===== src/rtl/note_lane_scroller.sv =====
// One guitar lane: spawns notes, scrolls them down each frame, and resolves hits/misses at the strike line.
// Optional consecutive-hit counter is built when NOTE_STREAK_EN is defined; otherwise streak is tied to 0.
module note_lane_scroller #(
  parameter int SLOTS      = 4,
  parameter int LANE_X     = 100,
  parameter int NOTE_WIDTH = 40,
  parameter int SPEED      = 4,
  parameter int STRIKE_Y   = 400,
  parameter int WINDOW     = 20
) (
  input  logic                     clock,
  input  logic                     reset,
  input  logic                     frame_tick,
  input  logic                     spawn_valid,
  output logic                     spawn_ready,
  input  logic                     press,
  input  logic [$clog2(SLOTS)-1:0] rd_idx,
  output logic                     rd_valid,
  output logic [9:0]               note_x,
  output logic [31:0]              note_y,
  output logic [6:0]               note_width,
  output logic                     hit_pulse,
  output logic                     miss_pulse,
  output logic [7:0]               streak
);

  localparam int IW = $clog2(SLOTS);
  localparam int CW = IW + 1;
  localparam logic [31:0] WIN_LO = 32'(STRIKE_Y - WINDOW);
  localparam logic [31:0] WIN_HI = 32'(STRIKE_Y + WINDOW);

  logic [31:0]   r_y [SLOTS];
  logic [IW-1:0] r_head;
  logic [IW-1:0] r_tail;
  logic [CW-1:0] r_count;
  logic          r_hit;
  logic          r_miss;

  logic [31:0]    w_head_y;
  logic           w_live;
  logic           w_in_win;
  logic           w_passed;
  logic           w_hit;
  logic           w_bad;
  logic           w_pop;
  logic           w_spawn;
  logic [SLOTS-1:0] w_live_mask;
  logic [IW-1:0]  w_rd_slot;

  assign w_head_y    = r_y[r_head];
  assign w_live      = (r_count != '0);
  assign w_in_win    = (w_head_y >= WIN_LO) && (w_head_y <= WIN_HI);
  assign w_passed    = w_live && (w_head_y > WIN_HI);
  assign w_hit       = press && w_live && w_in_win;
  assign w_bad       = press && !(w_live && w_in_win);
  assign w_pop       = w_hit || w_passed;
  assign spawn_ready = (r_count < CW'(SLOTS));
  assign w_spawn     = spawn_valid && spawn_ready;

  // A slot is live when its distance from head (mod SLOTS) is below count.
  always_comb begin
    w_live_mask = '0;
    for (int i = 0; i < SLOTS; i++) begin
      w_live_mask[i] = ({1'b0, IW'(i) - r_head} < r_count);
    end
  end

  always_ff @(posedge clock) begin
    if (reset) begin
      r_head  <= '0;
      r_tail  <= '0;
      r_count <= '0;
      r_hit   <= 1'b0;
      r_miss  <= 1'b0;
    end else begin
      if (w_pop)   r_head <= r_head + 1'b1;
      if (w_spawn) r_tail <= r_tail + 1'b1;
      r_count <= r_count + CW'(w_spawn) - CW'(w_pop);
      r_hit   <= w_hit;
      r_miss  <= w_bad || w_passed;
    end
  end

  // Position storage carries no reset; dead slots are rewritten to 0 on spawn.
  always_ff @(posedge clock) begin
    for (int i = 0; i < SLOTS; i++) begin
      if (w_spawn && (IW'(i) == r_tail)) begin
        r_y[i] <= '0;
      end else if (frame_tick && w_live_mask[i]) begin
        r_y[i] <= r_y[i] + 32'(SPEED);
      end
    end
  end

  assign w_rd_slot  = r_head + rd_idx;
  assign rd_valid   = ({1'b0, rd_idx} < r_count);
  assign note_x     = rd_valid ? 10'(LANE_X) : '0;
  assign note_y     = rd_valid ? r_y[w_rd_slot] : '0;
  assign note_width = 7'(NOTE_WIDTH);
  assign hit_pulse  = r_hit;
  assign miss_pulse = r_miss;

`ifdef NOTE_STREAK_EN
  logic [7:0] r_streak;

  function automatic logic [7:0] sat_inc8(input logic [7:0] v);
    return (v == 8'hFF) ? v : v + 8'd1;
  endfunction

  always_ff @(posedge clock) begin
    if (reset) begin
      r_streak <= '0;
    end else if (w_hit) begin
      r_streak <= sat_inc8(r_streak);
    end else if (w_bad || w_passed) begin
      r_streak <= '0;
    end
  end

  assign streak = r_streak;
`else
  assign streak = '0;
`endif

endmodule


===== config.mk =====
export PLATFORM = sky130hd
export DESIGN_NAME = note_lane_scroller
export DESIGN_NICKNAME = d
export VERILOG_FILES = /design/src/rtl/note_lane_scroller.sv
export SDC_FILE = /design/constraint.sdc
export NUM_CORES = 1
export LEC_CHECK = 0
export ABC_AREA = 1
export CORE_ASPECT_RATIO = 1.4
export CORE_UTILIZATION = 33
export CTS_CLUSTER_SIZE = 28
export DETAILED_ROUTE_END_ITERATION = 6
export PLACE_DENSITY_LB_ADDON = 0.3
export SYNTH_ARGS = -nofsm -noshare
export SYNTH_HDL_FRONTEND = slang
export SYNTH_SLANG_ARGS = --single-unit

===== constraint.sdc =====
create_clock -name clock -period 3.1 [get_ports clock]
set_input_delay 0.62 -clock clock [delete_from_list [all_inputs] [get_ports clock]]
set_output_delay 0.62 -clock clock [all_outputs]
set_load 0.01 [all_outputs]

### After elaboration in Yosys (flattened, before gate mapping)

Memory sizes are Yosys's and may differ from the RTL's. A register that Yosys moved wholly into a read port is not among the register bits.
Cells that the tools add are included.
Widths: inputs -> output; s select.

* flip-flop bits (word level): 9
* memory bits (writable): 128
* input port bits: 7
* output and inout port bits: 61
* memories kept: 1

Memories
* r_y: depth 4, bits a word 32, read ports 6, clocked after memory_dff 1, write ports 4, line 32 `logic [31:0] r_y [SLOTS];`

* add/subtract/negate cells: 13
* magnitude comparators: 9
* equality and inequality tests: 3
* mux-type cells: 28
* bitwise operators: 4
* reductions and logical operators: 20

Operator list (number)
* $mux 32: 5
* $add 32x3->32 const B: 4
* $ge 32x9->1 const B: 1
* $gt 32x9->1 const B: 1
* $le 32x9->1 const B: 1
* $mux 1: 20
* $logic_and 1x1->1: 15
* $lt 2x3->1: 5
* $mux 7: 1
* $add 2x1->2 const B: 2
* $eq 2x2->1 const A: 2
* $mux 2: 2
* $or 1x1->1: 4
* $sub 1x2->2 const A: 2
* $sub 2x2->2 const A: 2
* $add 3x1->3: 1
* $lt 3x3->1 const B: 1
* $reduce_bool 3->1: 1
* $sub 3x1->3: 1
* $add 2x2->2: 1
* $eq 1x2->1 const A: 1
* $logic_not 2->1: 1
* $logic_or 1x1->1: 2
* $logic_not 1->1: 1

### Depth between registers and ports, before layout

Gate-level depths: netlist of run 1.

* depth after elaboration: 7
* gate-level depth with buffers: 23
* mapped depth without buffers: 22

### Least setup slack after synthesis of run 1

OpenSTA, ideal clock, no wires.

* path type: reg-to-reg
* start point: reg with a tool-made name
* end point: reg r_count[2]
* library setup time: 0.124 ns
* data arrival time: 2.549 ns
* required time: 2.976 ns
* slack: 0.427 ns
* stages on the path, launching flop included: 20
* path through: dfxtp_1 > buf_6 > buf_6 > nand3_1 > nor2_1 > nand2_1 > nand3_1 > nand2_1 > nor2_2 > nand3_1 > nand3_4 > nand2_1 > ha_1 > inv_1 > ha_1 > inv_1 > fa_1 > xor2_1 > o21ai_0 > a21oi_1

RTL lines
* end signal, assigned: line 78 `r_count <= r_count + CW'(w_spawn) - CW'(w_pop);`
* end, declared: line 35 `logic [CW-1:0] r_count;`

==> results.md, run 1 <==
- Slew HR: 58.9%
- Core Region: approximately 30,000 um^2
- Synthesized instance count: 1,290
- EDFF count, synth: between 100 and 150
- Longest Clk Path Bufs: 2
- Hold Startpoint: r_tail[1]$_SDFFE_PP0P_
- Io pins: 68
- GRT overflow: 0
- Clock Tree Root: clkbuf_16
- CTS Buf Count: 17
- Synth Area per Inst: between 7 and 8 um^2
- Yosys reg bits: around 130
- Avg Vias per Cell: 5.17
- Final worst-path setup slack: around 0.1 ns
- H-tree levels: 4
- Routed WL: 32,500 um
- Power per Cell Area: roughly 1100 nW/um^2
- Share of layout cells above drive strength 1: a little over a fifth
- DRT antenna net count: 0
- Worst-path clk slew: approximately 0.060 ns
- Synthesized cell area: between 9000 and 10,000 um^2
- Reg-to-Reg End: r_count[2]$_SDFF_PP0_
- Final Cell Area: approximately 12,000 um^2
- Synth unique cells: 52
- Clock Sinks: approximately 130
- Die Y: roughly 210 um
- Die Area: 30,300 um^2
- Worst min-delay path class: flop to flop
- Setup Skew: 0.0106 ns
- Dpl hpwl: 24,200 um
- CTS tree: done
- Static Leakage: between 0.005 and 0.006 uW
- Synth top area share: 36.9%
- # hold bufs at CTS: 0
- Ys async rst share: 0%
- RSZ-0062 raised after global routing: true
- Clock latency on the worst-skew pair: between 0.4 and 0.5 ns
- Gp weighted congestion: 0.965
- FILL cells: just under 3,000
- Reg2reg setup slack: ~0.10 ns
- Yosys top cell by area: edfxtp_1
- First-pass GRT wire length: roughly 50,000 um
- Total of max-cap violations: 0
- Critical path class: flop to flop
- Die X-Extent: roughly 150 um
- Final Hold Fails: 0
- Run status: complete, but fails checks
- Top FF cell, synth: edfxtp_1
- Top achievable clock speed: 333 MHz
- Worst VDD drop: 0.000754 V
- # nets final: approximately 1,500
- Fin crit share: between 90% and 100%
- Layout area overhead: 27.6%
- Worst Hold End: r_tail[1]$_SDFFE_PP0P_
- Min Tclk post-route: around 3 ns
- Sequential-to-total area share from yosys stat: roughly two fifths
- Crit end category: flop
- Startpoint type of the worst setup path: flop
- Synth area leaders: edfxtp_1, nand2_1, a21oi_1, inv_1, nor2_1
- Max Transition Viols Final: 0
- Tot GR Track Use: a little over a fifth
- DRC: 1
- Data required, critical path: roughly 3.4 ns
- Initial antenna violation count: 0
- I/O Buffers: 43
- DP Area: between 10,000 and 15,000 um^2
- Pre-CTS setup slack: -0.669 ns
- Vias in the first global route: between 9,000 and 10,000
- Yosys Warn Count: 0
- Setup Viol. Count Final: 0
- Critical Path AT: around 3.3 ns
- R2R depth: 20
- Routed wire per std cell: 17.6 um
- Ant. Diodes: 0
- DR vias: 9,541
- Initial core utilization: 33.5%
- Failing checks: DRC
- Row count: 74
- Initial DRC count: 826
- Worst hold path cell count: 2
- CP Max Fanout: 13
- Slew @ Worst Pin: roughly 0.61 ns
- Drt pass-1 iters: 7
- Largest net degree at the start of global routing: 38
registers in the layout (all words and copies together), names as in the netlist, named ones only:
register	cells
r_count	3
hit_pulse	1
miss_pulse	1
r_tail	2
r_y	120
r_head	2
repair_timing:
| action | in CTS | in global routing |
|---|---|---|
| gates cloned | 2 | 2 |
| endpoints found under the setup margin | 35 | 25 |
| gates resized for setup | 77 | 32 |
| buffers inserted | 6 | 0 |
| pin swaps | 12 | 10 |
| endpoints found under the hold margin | 0 | 0 |
stage by stage:
| stage | std cells | TNS [ns] | power (uW) | utilization [%] | hold slack [ns] |
|---|---|---|---|---|---|
| finish | 1847 | 0 | 14000 | 42.7 | 0.541 |
| detailed placement | 1805 | -19.06 | 11400 | 39.4 | 0.538 |
| CTS | 1845 | -0.113 | 13800 | 42.2 | 0.548 |
| global placement | 1805 | -18.11 | 11300 | 39.4 | 0.522 |
| floorplan | 1312 | 0 | 7740 | - | 0.478 |
| global route | 1847 | -0.0909 | 14900 | 42.7 | 0.574 |
critical path, stage by stage (launching register included):
cell and delay (ns):
dfxtp_4 0.39, inv_4 0.09, buf_12 0.15, nand3_2 0.15, nand2_1 0.09, nand2_1 0.09, nand3_1 0.10, nand2_2 0.10
nor2_2 0.16, nand3_4 0.13, nand2_4 0.11, nand3_4 0.06, nand2_1 0.07, ha_1 0.22, inv_1 0.06, ha_1 0.14
inv_1 0.05, fa_2 0.36, xor2_2 0.16, o21ai_1 0.15, a21oi_1 0.05
worst max-delay path by stage:
stage	to	startpoint	slack, ns	cells past startpoint
floorplan	r_count[2]$_SDFF_PP0_	flop	0.43	19
global placement	note_y[29]	rd_idx[0]	-0.66	8
detailed placement	note_y[8]	rd_idx[0]	-0.67	7
CTS	note_y[8]	rd_idx[1]	-0.11	10
global route	r_count[2]$_SDFF_PP0_	flop	-0.09	20
finish	r_count[2]$_SDFF_PP0_	flop	0.10	20
cell usage after synthesis (12+ instances only):
master,number
nor2_1,146
nand3_1,73
nor3b_1,15
nor3_1,64
xor2_1,12
nand3_2,13
nor2_2,13
buf_2,13
inv_1,153
o21ai_0,84
ha_1,16
clkbuf_1,23
buf_4,28
a21oi_1,140
edfxtp_1,120
nand2_1,221
nand4_1,22
cell type report:
cell class / count / area, um^2 / area share (%)
Timing Repair Buffer: 190 / 1680 / 13.5
Tap cell: 380 / 475 / 3.82
Clock inverter: 15 / 230 / 1.85
Sequential cell: 131 / 3830 / 30.8
Multi-Input combinational cell: 949 / 5190 / 41.7
Clock buffer: 17 / 425 / 3.42
Inverter: 165 / 622 / 5.00
power by group:
part / switching [uW] / leakage [uW] / internal, uW / total, uW
Sequential: 624 / 0.00127 / 3040 / 3660
Clock: 875 / 0.000310 / 1440 / 2310
Combinational: 4930 / 0.00347 / 3130 / 8060
layout by cell type (no fill, tap or decap), types with 22 or more instances in the layout:
| master | netlist | routed |
|---|---|---|
| buf_4 | 28 | 132 |
| nor3_1 | 64 | 64 |
| nand3_1 | 73 | 66 |
| o21ai_0 | 84 | 81 |
| edfxtp_1 | 120 | 120 |
| nand4_1 | 22 | 22 |
| nand2_1 | 221 | 215 |
| nor2_1 | 146 | 140 |
| conb_1 | 2 | 24 |
| inv_1 | 153 | 151 |
| a21oi_1 | 140 | 137 |
per-layer routing:
layer	global-route usage [%]	vias to the layer above	wire [um]	share of wire, %
met5	0	-	0	0
met4	14.7	0	2080	6.4
met3	3.17	104	1700	5.2
met2	36.4	397	15500	48
met1	26.0	4377	13300	41
li1	-	4663	-	-
kinds of logic after synthesis:
group	Yosys count	share of synthesized area [%]
AO/OA/AOI/OAI	258	14.1
buffers and inverters	233	10.5
adder cells (fa/ha/maj)	17	2.26
AND/OR/NAND/NOR	632	32.2
XOR/XNOR	17	1.68
other	2	0.0770
flip-flops	131	39.2
(Power assumes the default switching activity.)
==> inputs of run 2 (changes only) <==
- PLACE_DENSITY_LB_ADDON: 0.3 -> 0.1
- clock period: 3.1 -> 3.8 ns (I/O delays scaled with it)
==> run 2 against run 1 <==
The run now ends clean. Combinational power fell by 33%. Clock skew barely moved. Non-clock buffer count fell by 111. Critical path depth fell by 11. Sequential cell count did not move. Largest cell class unchanged. Largest power group unchanged.
==> results.md, run 2 (synthesis results as in run 1) <==
- Data required, critical path: 3.04 ns (-0.40 ns)
- Die Y: 205 um (unchanged)
- DRT antenna net count: 0 (unchanged)
- # hold bufs at CTS: 0 (unchanged)
- Share of layout cells above drive strength 1: 12.2% (-9.3 points)
- Worst min-delay path class: flop to flop
- Most common cell after layout, fill and taps aside: nand2_1
- Critical path class: input pin to primary output
- Power Internal: 5450 uW (-28%)
- Crit-path cells: dlymetal6s2s_1 > xnor2_2 > xor2_4 > buf_12 > buf_4 > a211oi_1 > a311oi_1 > buf_4 > clkdlybuf4s50_1
- Routed WL: 32,400 um (-0.30%)
- Worst path most repeated cell: buf_4
- RSZ-0062 raised after global routing: false
- Drt pass-1 iters: 5 (-2)
- CTS tree: done
- Io pins: 68 (unchanged)
- Largest register by flop count: r_y
- Row count: 74 (unchanged)
- GRT overflow: 0 (unchanged)
- Slew @ Worst Pin: 0.825 ns (+0.215 ns)
- DP Area: 10,700 um^2 (-6.9%)
- Core Region: 29,200 um^2 (unchanged)
- Clock power frac: 16.4% (about the same)
- Hold WS: 0.534 ns (-0.00725 ns)
- # nets final: 1,366 (-7.6%)
- Final worst-path setup slack: 0.220 ns (+0.120 ns)
- Tot Pwr: 10,400 uW (-26%)
- Dpl hpwl: 24,500 um (+1.5%)
- Min Tclk post-route: between 3 and 4 ns
- DR vias: 8,935 (-6.4%)
- P_sw: 4950 uW (-23%)
- Initial DRC count: 635 (-23%)
- Setup Fix Bufs, Post-CTS: 0 (-6)
- Switching Share: 47.6% (+1.8 points)
- Most frequent cells in the layout: nand2_1, inv_1, nor2_1
- Logic gate share of total power: 52.1% (-5.3 points)
- Sequential fraction of design power: 31.5% (+5.4 points)
- Routed wire per std cell: 18.7 um (+6.1%)
- Layout area overhead: 16.7%
- H-tree levels: 4 (unchanged)
- Clock latency on the worst-skew pair: 0.44 ns (about the same)
- Run status: completed
- Gp weighted congestion: 0.842 (-13%)
- Total of max-cap violations: 0 (unchanged)
- Top flop regs: r_y x120, r_count x3
- Fin crit share: between 90% and 100%
- Clock Tree Root: clkbuf_16
- Die Area: 30,300 um^2 (unchanged)
- Crit end category: primary output
- Ant. Diodes: 0 (unchanged)
- Final Cell Area: 11,400 um^2 (-8.5%)
- Vias in the first global route: 8,704 (-5.2%)
- Setup Viol. Count Final: 0 (unchanged)
- Setup Skew: 0.0107 ns (+0.0000980 ns)
- Tot GR Track Use: 22.2% (+0.36 points)
- Startpoint type of the worst setup path: input pin
- Longest Clk Path Bufs: 2 (unchanged)
- CP Max Fanout: 7 (-6)
- Slew HR: 44.9% (-14 points)
- CTS Buf Count: 17 (unchanged)
- Die X-Extent: 147 um (unchanged)
- Clock Sinks: 131 (unchanged)
- Worst Path Buf+Inv: 5 (+1)
- Delay of the slowest critical-path stage: 0.53 ns (+0.14 ns)
- Initial antenna violation count: 0 (unchanged)
- Pre-CTS setup slack: -0.122 ns (+0.546 ns)
- I/O Buffers: 43 (unchanged)
- Power per Cell Area: 914 nW/um^2 (-19%)
- Max Transition Viols Final: 0 (unchanged)
- Final Hold Fails: 0 (unchanged)
- Worst VDD drop: 0.000632 V (-16%)
- Top achievable clock speed: between 200 and 300 MHz
- Avg Vias per Cell: 5.15 (-0.31%)
- Worst-path clk slew: 0.06 ns (about the same)
- Slowest-stage cell, CP: clkdlybuf4s50_1
- First-pass GRT wire length: 50,400 um (+1.1%)
- Largest net degree at the start of global routing: 35 (-7.9%)
- Static Leakage: 0.00452 uW (-11%)
- CP top delay family: buffers and inverters
- Initial core utilization: 33.5% (unchanged)
- Critical Path AT: 2.82 ns (-0.52 ns)
- Largest register FFs: 120 (unchanged)
- DRC: 0 (-1)
[run 2: cell count changes in the layout (fill, tap and decap cells not counted), sizes merged, moves of 3 or more]
cell,before,now
dlygate4sd2,20,8
clkdlybuf4s15,3,0
buf,151,34
clkinv,5,11
dlymetal6s2s,0,9
inv,167,164
clkdlybuf4s50,11,26
[run 2: timing repair]
action / in CTS / in global routing
pin swaps: 4 / 4
endpoints found under the setup margin: 12 / 23
gates cloned: 0 / 2
resized for setup: 12 / 13
[run 2: worst paths after layout]
kind	from	endpoint	slack, ns	cells past startpoint
worst max-delay path	rd_idx[1]	note_y[29]	0.22	9
worst min-delay path	r_count[1]$_SDFF_PP0_	r_count[2]$_SDFF_PP0_	0.53	1
worst max register to register	flop	r_count[2]$_SDFF_PP0_	0.36	19
worst min register to register	r_count[1]$_SDFF_PP0_	r_count[2]$_SDFF_PP0_	0.53	1
[run 2: layout make-up]
| class | count | area (um^2) |
|---|---|---|
| multi-input cells | 948 | 5020 |
| fillers | 3069 | 17800 |
| clock buffers | 17 | 425 |
| clock inverters | 15 | 166 |
| inverters | 165 | 622 |
| well taps | 380 | 475 |
| flip-flops and latches | 131 | 3820 |
| repair buffers | 79 | 848 |
[run 2: through the flow]
step / cells / util [%] / TNS [ns]
final: 1735 / 39.0 / 0
after global routing: 1735 / 39.0 / 0
after CTS: 1733 / 38.7 / 0
after detailed placement: 1701 / 36.7 / -0.472
after global placement: 1701 / 36.7 / -0.577
after floorplan: 1312 / - / 0
[run 2: power groups by stage]
stage	registers, uW	clock network [uW]	logic (uW)
floorplan	3000	0	3310
global placement	3310	0	5370
detailed placement	3300	0	5400
CTS	3270	1740	5380
global route	3390	1790	6000
finish	3280	1710	5420
[run 2: metal layers]
| layer | vias up | wire (um) | track usage (%) |
|---|---|---|---|
| met4 | 0 | 935 | 8.39 |
| met2 | 229 | 16500 | 39.3 |
| li1 | 4432 | - | - |
| met3 | 45 | 1230 | 2.57 |
| met1 | 4229 | 13700 | 27.4 |
| met5 | - | 0 | 0 |
